$ cat src/rtl/dual_rail_lut_sweep_if.sv
// Interface for the dual-rail LUT evaluator: config, live dual-rail inputs, sweep control and results.
// The master drives stimulus and configuration; the slave is the evaluator.
interface dual_rail_lut_sweep_if #(
  parameter int N_IN = 4
);
  localparam int TW = 1 << N_IN;

  logic            cfg_we;
  logic [TW-1:0]   cfg_table;
  logic            mode;
  logic            start;
  logic [N_IN-1:0] in_p;
  logic [N_IN-1:0] in_n;
  logic            out;
  logic            out_valid;
  logic            rail_err;
  logic            sweep_busy;
  logic            sweep_done;
  logic [N_IN-1:0] sweep_idx;
  logic [TW-1:0]   capture;
  logic [N_IN:0]   ones_count;

  modport master (
    output cfg_we, cfg_table, mode, start, in_p, in_n,
    input  out, out_valid, rail_err, sweep_busy, sweep_done, sweep_idx, capture, ones_count
  );

  modport slave (
    input  cfg_we, cfg_table, mode, start, in_p, in_n,
    output out, out_valid, rail_err, sweep_busy, sweep_done, sweep_idx, capture, ones_count
  );
endinterface

$ cat src/rtl/dual_rail_lut_sweep.sv
// Registered N-input truth-table evaluator with dual-rail inputs: live evaluation with rail
// checking, plus an FSM sweep that walks every minterm and captures the table and its popcount.
module dual_rail_lut_sweep #(
  parameter int N_IN = 4
) (
  input  logic                  clk,
  input  logic                  rst_n,
  dual_rail_lut_sweep_if.slave  bus
);
  localparam int TW = 1 << N_IN;

  typedef enum logic [1:0] {IDLE, RUN, DONE} state_t;

  state_t          state;
  logic [TW-1:0]   tbl;
  logic            out_p1;
  logic            vld_p1;
  logic            rail_err_p1;
  logic            busy;
  logic            done;
  logic [N_IN-1:0] idx;
  logic [TW-1:0]   cap;
  logic [N_IN:0]   ones;

  logic            rails_ok_p0;
  logic            live_bit_p0;
  logic            sweep_bit;

  // Stage p0: combinational lookup of the presented inputs and the current sweep minterm.
  assign rails_ok_p0 = (bus.in_p == ~bus.in_n);
  assign live_bit_p0 = tbl[bus.in_p];
  assign sweep_bit   = tbl[idx];

  // Stage p1: registered results and FSM.
  always_ff @(posedge clk or negedge rst_n) begin
    if (!rst_n) begin
      state       <= IDLE;
      tbl         <= '0;
      out_p1      <= 1'b0;
      vld_p1      <= 1'b0;
      rail_err_p1 <= 1'b0;
      busy        <= 1'b0;
      done        <= 1'b0;
      idx         <= '0;
      cap         <= '0;
      ones        <= '0;
    end else begin
      // The table is frozen while a sweep is walking it; lookups above use the old value.
      if (bus.cfg_we && state != RUN)
        tbl <= bus.cfg_table;

      vld_p1      <= 1'b0;
      rail_err_p1 <= 1'b0;
      done        <= 1'b0;

      case (state)
        IDLE: begin
          if (!bus.mode) begin
            if (rails_ok_p0) begin
              out_p1 <= live_bit_p0;
              vld_p1 <= 1'b1;
            end else begin
              rail_err_p1 <= 1'b1;
            end
          end else if (bus.start) begin
            state <= RUN;
            busy  <= 1'b1;
            idx   <= '0;
            cap   <= '0;
            ones  <= '0;
          end
        end

        RUN: begin
          if (!bus.mode) begin
            // Abort keeps whatever was captured so far.
            state <= IDLE;
            busy  <= 1'b0;
            idx   <= '0;
          end else begin
            cap[idx] <= sweep_bit;
            ones     <= ones + {{N_IN{1'b0}}, sweep_bit};
            idx      <= idx + 1'b1;
            if (idx == N_IN'(TW - 1)) begin
              state <= DONE;
              busy  <= 1'b0;
              done  <= 1'b1;
            end
          end
        end

        DONE: begin
          state <= IDLE;
        end

        default: begin
          state <= IDLE;
          busy  <= 1'b0;
        end
      endcase
    end
  end

  assign bus.out        = out_p1;
  assign bus.out_valid  = vld_p1;
  assign bus.rail_err   = rail_err_p1;
  assign bus.sweep_busy = busy;
  assign bus.sweep_done = done;
  assign bus.sweep_idx  = idx;
  assign bus.capture    = cap;
  assign bus.ones_count = ones;
endmodule

$ cat src/flat_wrapper.sv
// flat-port wrapper written by rule: the top's interface ports become plain ports
module dual_rail_lut_sweep_flat 
#(
  parameter int N_IN = 4
)
  (clk, rst_n, bus_cfg_we, bus_cfg_table, bus_mode, bus_start, bus_in_p, bus_in_n, bus_out, bus_out_valid, bus_rail_err, bus_sweep_busy, bus_sweep_done, bus_sweep_idx, bus_capture, bus_ones_count);
  dual_rail_lut_sweep_if #(.N_IN(N_IN)) bus_i ();
  input  logic clk;
  input  logic rst_n;
  input wire logic [$bits(bus_i.cfg_we)-1:0] bus_cfg_we;
  input wire logic [$bits(bus_i.cfg_table)-1:0] bus_cfg_table;
  input wire logic [$bits(bus_i.mode)-1:0] bus_mode;
  input wire logic [$bits(bus_i.start)-1:0] bus_start;
  input wire logic [$bits(bus_i.in_p)-1:0] bus_in_p;
  input wire logic [$bits(bus_i.in_n)-1:0] bus_in_n;
  output wire logic [$bits(bus_i.out)-1:0] bus_out;
  output wire logic [$bits(bus_i.out_valid)-1:0] bus_out_valid;
  output wire logic [$bits(bus_i.rail_err)-1:0] bus_rail_err;
  output wire logic [$bits(bus_i.sweep_busy)-1:0] bus_sweep_busy;
  output wire logic [$bits(bus_i.sweep_done)-1:0] bus_sweep_done;
  output wire logic [$bits(bus_i.sweep_idx)-1:0] bus_sweep_idx;
  output wire logic [$bits(bus_i.capture)-1:0] bus_capture;
  output wire logic [$bits(bus_i.ones_count)-1:0] bus_ones_count;
  assign bus_i.cfg_we = bus_cfg_we;
  assign bus_i.cfg_table = bus_cfg_table;
  assign bus_i.mode = bus_mode;
  assign bus_i.start = bus_start;
  assign bus_i.in_p = bus_in_p;
  assign bus_i.in_n = bus_in_n;
  assign bus_out = bus_i.out;
  assign bus_out_valid = bus_i.out_valid;
  assign bus_rail_err = bus_i.rail_err;
  assign bus_sweep_busy = bus_i.sweep_busy;
  assign bus_sweep_done = bus_i.sweep_done;
  assign bus_sweep_idx = bus_i.sweep_idx;
  assign bus_capture = bus_i.capture;
  assign bus_ones_count = bus_i.ones_count;
  dual_rail_lut_sweep #(.N_IN(N_IN)) u_core (.clk(clk), .rst_n(rst_n), .bus(bus_i));
endmodule
$ cat config.mk
export PLATFORM = sky130hd
export DESIGN_NAME = dual_rail_lut_sweep_flat
export DESIGN_NICKNAME = d
export VERILOG_FILES = /design/src/rtl/dual_rail_lut_sweep_if.sv /design/src/rtl/dual_rail_lut_sweep.sv /design/src/flat_wrapper.sv
export SDC_FILE = /design/constraint.sdc
export NUM_CORES = 1
export LEC_CHECK = 0
export ABC_AREA = 1
export CAP_MARGIN = 0
export CELL_PAD_IN_SITES_DETAIL_PLACEMENT = 1
export CELL_PAD_IN_SITES_GLOBAL_PLACEMENT = 1
export CORE_UTILIZATION = 39
export CTS_CLUSTER_DIAMETER = 80
export DETAILED_ROUTE_END_ITERATION = 10
export PLACE_DENSITY = 0.91
export SETUP_SLACK_MARGIN = 0.15
export SYNTH_ARGS = -nofsm -noshare
export SYNTH_HDL_FRONTEND = slang
export SYNTH_SLANG_ARGS = --single-unit
$ cat constraint.sdc
create_clock -name clk -period 3.69 [get_ports clk]
set_input_delay 0.738 -clock clk [delete_from_list [all_inputs] [get_ports clk]]
set_output_delay 0.738 -clock clk [all_outputs]
set_load 0.02 [all_outputs]
==> metrics.json <==
{
  "worst-endpoint-arrival": {"value": 2680, "unit": "ps"},
  "fmax": {"value": 404.0, "unit": "MHz"},
  "detail_route.wirelength": {"value": 6909, "unit": "um"},
  "drc_violation_count_after_routing": {"value": 6},
  "hold_path.class": {"value": "reg -> reg"},
  "powerDensity": {"value": 556.5, "unit": "nW/um2"},
  "overflow": {"value": 0},
  "grt_pass1_wl": {"value": 12100, "unit": "um"},
  "num_antenna_cells": {"value": 0},
  "holdBufCountCts": {"value": 0},
  "ant_nets": {"value": 0},
  "crit_fanout": {"value": 17},
  "vdd_drop_max": {"value": 0.2259, "unit": "mV"},
  "floorplan.core_area": {"value": 6422, "unit": "um2"},
  "synth_fp_nets": {"value": 388},
  "critical_path_class": {"value": "reg -> reg"},
  "via_per_inst": {"value": 4.988},
  "leading_area_contributor_after_synthesis": {"value": "dfrtp_1"},
  "die_w": {"value": 84.22, "unit": "um"},
  "final_min_period_over_clock_period": {"value": 0.6708},
  "die_height": {"value": 84.22, "unit": "um"},
  "slew-limit-headroom": {"value": 0.2739},
  "initial_utilization": {"value": 0.4105},
  "dpl_cell_area": {"value": 3234, "unit": "um2"},
  "final_common_cell": {"value": "nand2_1"},
  "clk_path_buf_depth": {"value": 2},
  "clock-root-buffer": {"value": "clkbuf_8"},
  "hold-worst-slack": {"value": 498.2, "unit": "ps"},
  "globalRouteTotalUtil": {"value": 0.2151},
  "yosysTopAreaCellShare": {"value": 0.4556},
  "clock_insertion_delay_worst_skew": {"value": 310, "unit": "ps"},
  "fin_skew": {"value": 10.67, "unit": "ps"},
  "outcome": {"value": "finished with violations"},
  "part_of_the_yosys_area_used_for_sequential_elements": {"value": 0.4556},
  "clock_pin_slew_on_the_worst_setup_and_hold_paths": {"value": 90, "unit": "ps"},
  "layout-drive-gt1-share": {"value": 0.07073},
  "cts-buffers-inserted": {"value": 5},
  "number_of_antenna_violations_at_the_first_check_in_global_routing": {"value": 0},
  "largest_net_degree_at_the_start_of_global_routing": {"value": 49},
  "count_of_maximum_capacitance_violations": {"value": 0},
  "fp-row-count": {"value": 29},
  "post_cts.resized_instances": {"value": 0},
  "cts_post_setup_buffers_inserted": {"value": 0},
  "timing.setup.tns": {"value": 0, "unit": "ps"},
  "count_of_state_elements_after_synthesis": {"value": 48},
  "netlist-cell-type-count": {"value": 25},
  "drtPass1Iterations": {"value": 7},
  "rsz0062_at_grt": {"value": "no"},
  "leading_cell_types_in_the_layout_fill_and_taps_excluded": {"value": "nand2_1 (93), clkdlybuf4s50_1 (57), nor2_1 (56), dfrtp_1 (48), inv_1 (45)"},
  "yosysWarningCount": {"value": 0},
  "nets": {"value": 444},
  "setup-violations-final": {"value": 0},
  "cts_htree_levels": {"value": 2},
  "postSynthCellCount": {"value": 353},
  "cp_data_required_time": {"value": 3890, "unit": "ps"},
  "mapped_cell_area": {"value": 2636, "unit": "um2"},
  "route.detailed.wl_per_inst": {"value": 14.19, "unit": "um"},
  "number_of_pins_exceeding_their_max_slew_limit_in_the_final_report": {"value": 0},
  "clock_tree_from_tritoncts": {"value": "done"},
  "critical_path.startpoint_type": {"value": "register"},
  "totalPowerFinal": {"value": 1.870, "unit": "mW"},
  "first_global_vias": {"value": 2570},
  "pin_slew_with_the_least_headroom_to_its_limit": {"value": 1089, "unit": "ps"},
  "floorplan.io_pins": {"value": 59},
  "total_count_of_hold_check_failures_in_the_final_report": {"value": 0},
  "final.min_clock_period": {"value": 2475, "unit": "ps"},
  "detailedRoute.firstIterationViolations": {"value": 70},
  "placement.io_buffers": {"value": 58},
  "gp_routability_congestion": {"value": 0.8403},
  "syn_to_final_growth": {"value": 27.48, "unit": "%"},
  "syn_avg_cell_area": {"value": 7.468, "unit": "um2"},
  "vias": {"value": 2429},
  "synthTopCellsByArea": {"value": "dfrtp_1 (46%), nand2_1 (13%), nor2_1 (8.0%), inv_1 (6.4%), nand3_1 (4.6%)"},
  "leakage_power_figure": {"value": 1.594, "unit": "nW"},
  "finalInstanceArea": {"value": 3361, "unit": "um2"},
  "total_die_area": {"value": 7092, "unit": "um2"},
  "setup.worst_path.end_class": {"value": "register"},
  "failing_checks": {"value": "design-rule violations"},
  "dpl.hpwl": {"value": 5161, "unit": "um"},
  "cts_num_sinks": {"value": 48}
}
[power by group]
| part | internal, mW | total (mW) | switching (mW) |
|---|---|---|---|
| registers | 0.614 | 0.696 | 0.0826 |
| clock network | 0.239 | 0.421 | 0.181 |
| logic | 0.267 | 0.753 | 0.486 |
[layer usage]
layer / global-route usage / share of wire
met5: 0 / 0
met4: 0.07367 / 0.018
met3: 0.03736 / 0.033
met2: 0.3845 / 0.51
met1: 0.2622 / 0.44
[worst paths after layout]
path / depth (start not counted) / slack, ps / start / end
setup / recovery: 15 / 1210 / u_core.bus.sweep_idx[1]$_DFFE_PN0P_ / u_core.bus.ones_count[4]$_DFFE_PN0P_
hold / removal: 2 / 500 / u_core.bus.capture[11]$_DFFE_PN0P_ / u_core.bus.capture[11]$_DFFE_PN0P_
setup reg to reg: 15 / 1210 / u_core.bus.sweep_idx[1]$_DFFE_PN0P_ / u_core.bus.ones_count[4]$_DFFE_PN0P_
hold reg to reg: 2 / 500 / u_core.bus.capture[11]$_DFFE_PN0P_ / u_core.bus.capture[11]$_DFFE_PN0P_
max in group asynchronous: 1 / 2400 / rst_n / u_core.tbl[1]$_DFFE_PN0P_
min in group asynchronous: 1 / 620 / rst_n / u_core.bus.sweep_idx[3]$_DFFE_PN0P_
[state kept, by name, indices dropped and copies added, names as in the netlist]
signal and count:
u_core.bus.capture 16, u_core.bus.ones_count 5, u_core.bus.out 1, u_core.bus.out_valid 1, u_core.bus.rail_err 1, u_core.bus.sweep_busy 1
u_core.bus.sweep_done 1, u_core.bus.sweep_idx 4, u_core.state 2, u_core.tbl 16
[worst max-delay path, cell delays in order, from the launching register on]
cell and delay (ps):
dfrtp_1 560, inv_1 220, nand3_1 130, nand2_1 60, nand2_1 70, nand2_2 60
nor2_4 420, inv_2 70, ha_1 210, ha_1 200, nand2_1 80, nor2_1 70
nand2_1 60, nand2_1 50, nand2_1 60, nor2_1 40
[synthesized netlist by cell type (all sizes together)]
master  count
a22o        1
xor2        2
xnor2       2
o211ai      1
nand2      98
o21ai      29
nor2       59
o22ai       1
nor3        5
inv        48
dfrtp      48
a21oi      20
buf         9
nand3      24
ha          6
[logic make-up (layout without fill, tap and decap cells)]
family	count (synthesis)	in the layout	share of synthesized area
AOI/OAI and AO/OA	52	52	0.1144
xor gates and xnor gates	4	4	0.01329
adders and majority gates	6	6	0.02848
buffers and inverters	57	114	0.09824
DFF	48	48	0.4556
and+or+nand+nor	186	186	0.2900
[cell type report]
class	count	area (um2)
Inverter	48	185.2
Fill cell	810	3062
Multi-Input combinational cell	248	1176
Timing Repair Buffer	58	575.6
Tap cell	77	96.34
Clock inverter	1	30.03
Clock buffer	7	96.34
Sequential cell	48	1201
[through the flow]
stage               worst slack (ps)  instances  utilization
finish                          1215        487       0.5233
global route                   901.9        487       0.5233
CTS                             1192        487       0.5233
detailed placement              1161        479       0.5036
global placement                1228        479       0.5036
floorplan                       1506        353            -
Power figures use the tool's default switching activity.
